===== src/rtl/loader_pkg.sv =====
// Shared types and default constants for the debug memory loader.
// Provides the FSM state enum, cache target enum and default header bytes.
package loader_pkg;

    typedef enum logic [2:0] {
        IDLE,
        ADDR,
        CNT,
        DATA,
        WRITE,
        VERIFY,
        TAIL
    } state_e;

    typedef enum logic {
        TGT_INST,
        TGT_DATA
    } target_e;

    localparam logic [7:0] DEF_HDR_INST       = 8'hA5;
    localparam logic [7:0] DEF_HDR_DATA       = 8'h5A;
    localparam int         DEF_RELEASE_CYCLES = 4;
    localparam int         DEF_RD_LAT         = 1;

endpackage


===== src/rtl/loader_word_packer.sv =====
// Assembles little-endian 32-bit words from a byte stream.
// Ports: clk, rst (sync, high), clear (idx->0), byte_en/byte_in (shift in),
//        word (registered), word_next (word incl. current byte), idx, word_valid (4th byte now).
module loader_word_packer (
    input  logic        clk,
    input  logic        rst,
    input  logic        clear,
    input  logic        byte_en,
    input  logic [7:0]  byte_in,
    output logic [31:0] word,
    output logic [31:0] word_next,
    output logic [1:0]  idx,
    output logic        word_valid
);

    // Bytes enter at the top so the first byte ends up as the LSB.
    assign word_next  = {byte_in, word[31:8]};
    assign word_valid = byte_en && (idx == 2'd3);

    always_ff @(posedge clk) begin
        if (rst) begin
            word <= '0;
            idx  <= '0;
        end else begin
            if (byte_en) begin
                word <= word_next;
            end
            if (clear) begin
                idx <= '0;
            end else if (byte_en) begin
                idx <= idx + 2'd1;
            end
        end
    end

endmodule


===== src/rtl/debug_mem_loader.sv =====
// Host byte-stream loader writing words into the core's inst/data caches via the debug port.
// Ports: clk, rst (sync, high), rx_data/rx_valid/rx_ready byte handshake,
//        ic_a2/ic_wd2/ic_we2/ic_rd2 and dc_a2/dc_wd2/dc_we2/dc_rd2 debug ports,
//        cpu_rst (core reset), busy (frame active), done (tail expired pulse), err (sticky).
// Option: define LOADER_VERIFY_EN to read back each written word and flag mismatches.
module debug_mem_loader
    import loader_pkg::*;
#(
    parameter logic [7:0] HDR_INST       = DEF_HDR_INST,
    parameter logic [7:0] HDR_DATA       = DEF_HDR_DATA,
    parameter int         RELEASE_CYCLES = DEF_RELEASE_CYCLES,
    parameter int         RD_LAT         = DEF_RD_LAT
) (
    input  logic        clk,
    input  logic        rst,
    input  logic [7:0]  rx_data,
    input  logic        rx_valid,
    output logic        rx_ready,
    output logic [31:0] ic_a2,
    output logic [31:0] ic_wd2,
    output logic [3:0]  ic_we2,
    input  logic [31:0] ic_rd2,
    output logic [31:0] dc_a2,
    output logic [31:0] dc_wd2,
    output logic [3:0]  dc_we2,
    input  logic [31:0] dc_rd2,
    output logic        cpu_rst,
    output logic        busy,
    output logic        done,
    output logic        err
);

    state_e      state, state_d;
    target_e     tgt;
    logic [31:0] addr;
    logic [15:0] remaining;
    logic [7:0]  tail_cnt;

    logic        acc;
    logic        is_hdr;
    logic        pk_en;
    logic        pk_clr;
    logic        pk_valid;
    logic [1:0]  pk_idx;
    logic [31:0] pk_word;
    logic [31:0] pk_next;
    logic        cnt_last;
    logic        last_word;
    logic        tail_end;
    logic        wr_strobe;
    logic        port_on;

    assign rx_ready  = (state == IDLE) || (state == ADDR) ||
                       (state == CNT)  || (state == DATA);
    assign acc       = rx_valid && rx_ready;
    assign is_hdr    = (rx_data == HDR_INST) || (rx_data == HDR_DATA);
    assign pk_en     = acc && (state != IDLE);
    assign cnt_last  = acc && (state == CNT) && (pk_idx == 2'd1);
    // Header restarts byte counting; the count field reuses the packer
    // for two bytes only, so it must be rewound before the first data byte.
    assign pk_clr    = (acc && (state == IDLE)) || cnt_last;
    assign last_word = (remaining == 16'd1);
    assign tail_end  = (tail_cnt == 8'(RELEASE_CYCLES - 1));

    assign busy      = (state != IDLE);
    assign cpu_rst   = rst || busy;
    // Gated by rst so an in-flight word is never committed in the reset cycle.
    assign wr_strobe = (state == WRITE) && !rst;
    assign port_on   = (state == WRITE) || (state == VERIFY);

    loader_word_packer u_packer (
        .clk        (clk),
        .rst        (rst),
        .clear      (pk_clr),
        .byte_en    (pk_en),
        .byte_in    (rx_data),
        .word       (pk_word),
        .word_next  (pk_next),
        .idx        (pk_idx),
        .word_valid (pk_valid)
    );

`ifdef LOADER_VERIFY_EN
    logic [7:0]  lat_cnt;
    logic        lat_end;
    logic [31:0] rd_sel;

    assign lat_end = (lat_cnt == 8'(RD_LAT - 1));
    assign rd_sel  = (tgt == TGT_INST) ? ic_rd2 : dc_rd2;
`else
    logic [31:0] unused_rd;
    assign unused_rd = ic_rd2 ^ dc_rd2 ^ 32'(RD_LAT);
`endif

    always_comb begin
        state_d = state;
        done    = 1'b0;
        unique case (state)
            IDLE: begin
                if (acc && is_hdr) state_d = ADDR;
            end
            ADDR: begin
                if (pk_valid) state_d = CNT;
            end
            CNT: begin
                if (cnt_last) begin
                    state_d = (pk_next[31:16] == 16'd0) ? TAIL : DATA;
                end
            end
            DATA: begin
                if (pk_valid) state_d = WRITE;
            end
            WRITE: begin
`ifdef LOADER_VERIFY_EN
                state_d = VERIFY;
`else
                state_d = last_word ? TAIL : DATA;
`endif
            end
`ifdef LOADER_VERIFY_EN
            VERIFY: begin
                if (lat_end) state_d = last_word ? TAIL : DATA;
            end
`endif
            TAIL: begin
                if (tail_end) begin
                    done    = 1'b1;
                    state_d = IDLE;
                end
            end
            default: state_d = IDLE;
        endcase
    end

    always_comb begin
        ic_a2  = '0;
        ic_wd2 = '0;
        ic_we2 = '0;
        dc_a2  = '0;
        dc_wd2 = '0;
        dc_we2 = '0;
        if (port_on) begin
            if (tgt == TGT_INST) begin
                ic_a2  = addr;
                ic_wd2 = (state == WRITE) ? pk_word : 32'd0;
                ic_we2 = {4{wr_strobe}};
            end else begin
                dc_a2  = addr;
                dc_wd2 = (state == WRITE) ? pk_word : 32'd0;
                dc_we2 = {4{wr_strobe}};
            end
        end
    end

    always_ff @(posedge clk) begin
        if (rst) begin
            state     <= IDLE;
            tgt       <= TGT_INST;
            addr      <= '0;
            remaining <= '0;
            tail_cnt  <= '0;
            err       <= 1'b0;
        end else begin
            state    <= state_d;
            tail_cnt <= (state == TAIL) ? tail_cnt + 8'd1 : 8'd0;
            if (state == IDLE && acc) begin
                if (is_hdr) begin
                    tgt <= (rx_data == HDR_INST) ? TGT_INST : TGT_DATA;
                    err <= 1'b0;
                end else begin
                    err <= 1'b1;
                end
            end
            if (state == ADDR && pk_valid) begin
                addr <= pk_next & 32'hFFFF_FFFC;
            end
            if (cnt_last) begin
                remaining <= pk_next[31:16];
            end
`ifdef LOADER_VERIFY_EN
            // Address advances only after read-back so VERIFY sees the written location.
            if (state == VERIFY && lat_end) begin
                if (rd_sel != pk_word) err <= 1'b1;
                addr      <= addr + 32'd4;
                remaining <= remaining - 16'd1;
            end
`else
            if (state == WRITE) begin
                addr      <= addr + 32'd4;
                remaining <= remaining - 16'd1;
            end
`endif
        end
    end

`ifdef LOADER_VERIFY_EN
    always_ff @(posedge clk) begin
        if (rst) begin
            lat_cnt <= '0;
        end else if (state == VERIFY) begin
            lat_cnt <= lat_cnt + 8'd1;
        end else begin
            lat_cnt <= '0;
        end
    end
`endif

endmodule


===== config.mk =====
export PLATFORM = sky130hd
export DESIGN_NAME = debug_mem_loader
export DESIGN_NICKNAME = d
export VERILOG_FILES = /design/src/rtl/loader_pkg.sv /design/src/rtl/loader_word_packer.sv /design/src/rtl/debug_mem_loader.sv
export SDC_FILE = /design/constraint.sdc
export NUM_CORES = 1
export LEC_CHECK = 0
export CAP_MARGIN = 20
export CORE_ASPECT_RATIO = 1.4
export CORE_MARGIN = 1
export CORE_UTILIZATION = 49
export DETAILED_ROUTE_END_ITERATION = 6
export GPL_ROUTABILITY_DRIVEN = 0
export PLACE_DENSITY = 0.93
export SYNTH_ARGS = -nofsm -noshare
export SYNTH_HDL_FRONTEND = slang
export SYNTH_SLANG_ARGS = --single-unit

===== constraint.sdc =====
create_clock -name clk -period 4.1 [get_ports clk]
set_input_delay 0.41 -clock clk [delete_from_list [all_inputs] [get_ports clk]]
set_output_delay 0.41 -clock clk [all_outputs]
set_load 0.005 [all_outputs]

Word-level counts from Yosys, hierarchy flattened
Index checks and enable logic that the tools add are counted.

Register bits after elaboration: 95. Input port bits: 75. Output and inout bits: 141. Logic and storage cells: 85.

Add/subtract/negate cells: 4. Equality and inequality tests: 17. Multiplexer cells: 29. Bitwise operators: 1. Reduce and logical (&&, ||, !) cells: 26.

Operator list (count): two-way mux 32 bit (11); adder 32 x 3 -> 32 bit, second input constant (1); two-way mux 16 bit (2); two-way mux 3 bit (7); one-hot mux 3 bit (6 select lines) (1); == test 16 x 1 -> 1 bit, second input constant (1); logical NOT 16 bit (1); two-way mux 4 bit (4); subtractor 16 x 1 -> 16 bit, second input constant (1); == test 3 bit, second input constant (3); logical AND 1 bit (9); adder 8 x 1 -> 8 bit, second input constant (1); == test 8 x 2 -> 1 bit, second input constant (1); == test 8 x 7 -> 1 bit, second input constant (1); == test 8 bit, second input constant (1); inequality test 2 bit, second input constant (4); logical OR 1 bit (7); == test 3 x 2 -> 1 bit, second input constant (2); AND reduction 5 bit (1); two-way mux 1 bit (4); nonzero test 2 bit (2); OR reduction 2 bit (2); == test 3 x 1 -> 1 bit, second input constant (1); logical NOT 3 bit (1); other kinds (8) (8).

Longest topological paths before layout
Word-level depth: 10. Depth in mapped cells: 8. Mapped depth without buffers: 6.

Cells and area by module
From an unflattened synthesis, not the netlist that was laid out.

Cells, all modules: 736. Area total of the unflattened synthesis: 5866.9 um^2.

Modules (own cells, without submodules): debug_mem_loader (instances 1, cells an instance 592, area an instance 4369.2 um^2, sequential area each 1181.1 um^2); loader_word_packer (instances 1, cells an instance 144, area an instance 1497.7 um^2, sequential area each 680.7 um^2).

Worst setup path before layout
OpenSTA, ideal clock, no wires.

Kind: register to output. From: reg state[1]. To: out ic_we2[1]. Data arrival time: 1.770 ns. Path slack: 1.920 ns. Stages on the path, launching flop included: 8. Buffers on the path: 5. Cell sequence: dfxtp_1 buf_2 or3b_1 buf_2 buf_2 buf_2 nor3_1 buf_4.

Cells in the longest elaborated chain, start to end: 4. Elaborated cells between the ends (all ways): 6. Classes of those cells: eq/ne: 2; mux: 2; reduce/logical: 2.

RTL lines: start, declared (line debug_mem_loader.sv:33) `state_e state, state_d;`; start signal, assigned (line debug_mem_loader.sv:164) `state <= state_d;`; == test 3 bit (line debug_mem_loader.sv:68, debug_mem_loader.sv:69); logical AND 1 bit (line debug_mem_loader.sv:68) `assign wr_strobe = (state == WRITE) && !rst;`; two-way mux 4 bit (line debug_mem_loader.sv:143) `if (tgt == TGT_INST) begin`; two-way mux 4 bit * (line debug_mem_loader.sv:142) `if (port_on) begin`; end, declared (line debug_mem_loader.sv:21) `output logic [3:0] ic_we2,`.

Every way passes the cells marked *; elsewhere a longest branch is shown, timed or not.

Worst setup path after layout
From: reg state[2]. To: out dc_wd2[11].

Cells in the longest elaborated chain, start to end: 4. Elaborated cells between the ends (all ways): 6. Classes of those cells: eq/ne: 2; mux: 3; reduce/logical: 1.

RTL lines: == test 3 bit (line debug_mem_loader.sv:69, debug_mem_loader.sv:149); two-way mux 32 bit (line debug_mem_loader.sv:149) `dc_wd2 = (state == WRITE) ? pk_word : 32'd0;`; two-way mux 32 bit (line debug_mem_loader.sv:143); two-way mux 32 bit * (line debug_mem_loader.sv:142); end, declared (line debug_mem_loader.sv:24) `output logic [31:0] dc_wd2,`.

Marks and branches as above.

==> impl_metrics.py <==
metrics = {
    "global_routing": {
        "grt_start_max_net_pins": 81,
        "grt_pass1_wl_mm": 28.1,
        "grt_pass1_vias": 5592,
        "grtUsageTotal": 0.293,
        "grt-ovfl-total": 0,
        "use_met3": 0.0548,
        "grt_use_met2": 0.482,
        "use_met1": 0.356,
        "antenna_found_initial": 0,
        "gr-max-usage-layer": "met2",
    },
    "placement": {
        "dp_slack_ns": 1.28,
        "hpwl_mm": 12.4,
        "io_buffers": 147,
    },
    "critical_path": {
        "worst_setup_path_end_kind": "output port",
        "cp_max_fo": 30,
        "cp.required_ns": 3.69,
        "crit_path_start_kind": "flip-flop",
        "critPathKind": "reg2out",
        "worstPathArrival_ns": 2.83,
    },
    "cts": {
        "cts-root-buf": "clkbuf_16",
        "h-tree-depth": 3,
        "holdBufCountCts": 0,
        "post-cts-setup-buffer-count": 0,
        "cts_tree": "built",
        "cts_sinks": 93,
        "cts_buffers": 9,
        "cts_resized": 0,
        "cts_buffer_depth": 2,
        "clkTransAtPathRegs_ns": 0.07,
        "clkLatencyLatePin_ns": 0.35,
    },
    "layout": {
        "area_delta_synth_final_pct": 30.7,
        "nFillCells": 935,
        "drive_gt1_frac": 0.0494,
        "postLayoutCoreUtil": 0.660,
        "mostFrequentLayoutCells": "146 x clkdlybuf4s50_1, 118 x nand2_1, 100 x and2_1",
        "multiInputGateArea_um2": 3550,
        "nets": 967,
        "layout_commonest_cell": "clkdlybuf4s50_1",
        "regArea_um2": 1860,
    },
    "pwr": {
        "power_frac_seq": 0.514,
        "power_mw": 1.76,
        "p_leak_nw": 2.63,
        "sw_frac_of_total": 0.232,
        "p_int_mw": 1.36,
        "cellPowerDensity_nw_per_um2": 236,
        "pwr-share-comb": 0.028,
        "switchingPower_uw": 409,
        "vdd_drop_max_v": 0.000234,
        "clockPowerShare": 0.458,
    },
    "sta": {
        "finalSetupViolations": 0,
        "rsz0062_at_grt": "no",
        "period_share": 0.791,
        "slew_viol_final": 0,
        "max_freq_mhz": 308,
        "finalCriticalPeriod_ns": 3.24,
        "skew_ns": 0.00949,
        "setup_slack_ns": 0.858,
        "slew_headroom": 0.397,
        "worst_pin_slew_ns": 0.905,
        "tns_ns": 0,
        "hold_viol": 0,
    },
    "logic_synthesis": {
        "synth-edff-count": 0,
        "yosysSeqAreaShare": 0.325,
        "async_flop_share": 0,
        "ys_types": 64,
        "ys_ff_latch": 93,
        "syn_inst": 783,
        "synth_area_um2": 5730,
        "synth_warnings": 0,
        "synthFlopType": "dfxtp_1",
        "syn_area_per_cell_um2": 7.31,
    },
    "floorplan": {
        "die_h_um": 130,
        "die_w_um": 93.4,
        "dieArea_um2": 12100,
        "rows": 46,
        "floorplan.initialDensity": 0.505,
        "io_pins": 216,
        "core_area_um2": 11300,
    },
    "drt": {
        "drt_iter0_markers": 729,
        "wirelength_mm": 18.2,
        "routedWlPerCell_um": 17.5,
        "final_antenna_net_count": 0,
        "drcViolationCount": 0,
        "dr.pass1.iters": 6,
        "vias": 6446,
        "vias_per_cell": 6.22,
    },
    "outcome": {
        "status": "finished clean",
    },
    "worst_hold_path": {
        "holdCritPathClass": "reg2reg",
    },
    "run": {
        "maxCapViolations": 0,
    },
}
==> power groups by stage <==
stage	registers [mW]	logic, mW	clock network [mW]
2_1_floorplan	0.926	0.0255	0
3_5_place_dp	0.927	0.0473	0
5_1_grt	0.906	0.0527	0.855
4_1_cts	0.906	0.0480	0.808
3_3_place_gp	0.927	0.0471	0
6_report	0.906	0.0500	0.808
==> sequential cells by signal, summed over array words and instances, names as in the netlist <==
signal         flops
addr              30
err                1
remaining         16
state              3
tail_cnt           8
tgt                1
u_packer.idx       2
u_packer.word     32
==> logic make-up (layout without fill, tap and decap cells) <==
group,Yosys count,in the layout,synth area share
flip-flops,93,93,0.325
other,1,5,0.000655
adder cells (fa/ha/maj),6,6,0.0131
AO/OA/AOI/OAI,176,176,0.193
AND/OR/NAND/NOR,414,414,0.383
multiplexers,3,3,0.00546
buffers and inverters,77,182,0.0605
XOR/XNOR,13,13,0.0199
==> cell usage after synthesis (3+ instances only) <==
master / count / share of area
a311oi_1: 4 / 0.0061
xnor2_1: 6 / 0.0092
o31ai_1: 3 / 0.0039
inv_1: 7 / 0.0046
a32oi_1: 3 / 0.0046
nand2b_1: 3 / 0.0033
and4_1: 4 / 0.0061
and2_1: 100 / 0.11
nand3_1: 21 / 0.018
buf_4: 10 / 0.013
and3_1: 46 / 0.050
a22oi_1: 9 / 0.012
nor2_1: 50 / 0.033
dfxtp_1: 93 / 0.33
a2bb2oi_1: 3 / 0.0046
buf_2: 16 / 0.014
clkbuf_1: 44 / 0.029
a21oi_1: 71 / 0.062
a21o_1: 3 / 0.0039
ha_1: 6 / 0.013
nor3_1: 25 / 0.022
nor4_1: 11 / 0.012
o21ai_0: 24 / 0.021
a211oi_1: 5 / 0.0066
a31oi_1: 11 / 0.012
o22ai_1: 12 / 0.013
nand2_1: 118 / 0.077
o21a_1: 8 / 0.010
xor2_1: 7 / 0.011
nand4_1: 12 / 0.013
==> per-stage QoR <==
stage               area (µm²)  cells  hold WS [ns]
CTS                       7450   1034         0.469
floorplan                 5740    786         0.438
finish                    7480   1036         0.469
detailed placement        7170   1018         0.460
global route              7480   1035         0.495
global placement          7170   1018         0.452
==> cell type report <==
| type | instances | area share |
|---|---|---|
| Antenna cell | 1 | 0.000334 |
| Clock buffer | 11 | 0.0324 |
| Clock inverter | 5 | 0.00585 |
| Inverter | 7 | 0.00351 |
| Multi-Input combinational cell | 616 | 0.474 |
| Sequential cell | 93 | 0.249 |
| Tap cell | 144 | 0.0241 |
| Timing Repair Buffer | 159 | 0.211 |
==> worst paths after layout <==
| path | depth (start not counted) | startpoint | slack (ns) | endpoint |
|---|---|---|---|---|
| max reg2reg | 5 | state[1] | 1.77 | remaining[1] |
| min reg2reg | 2 | u_packer.word[5] | 0.47 | u_packer.word[5] |
| min | 2 | u_packer.word[5] | 0.47 | u_packer.word[5] |
| max | 4 | state[2] | 0.86 | dc_wd2[11] |
==> metal layers <==
metal | part of all wire | wire [µm]
met5 | 0 | 0
met4 | 0.043 | 778
met3 | 0.098 | 1770
met2 | 0.49 | 8820
met1 | 0.37 | 6790
==> worst max-delay path: stages (launching register included) <==
cell and delay [ns]:
dfxtp_1 0.58, nor3b_4 0.76, buf_4 0.41, and3_1 0.21, clkdlybuf4s50_1 0.51
No activity file was read; power rests on OpenSTA's default activity.
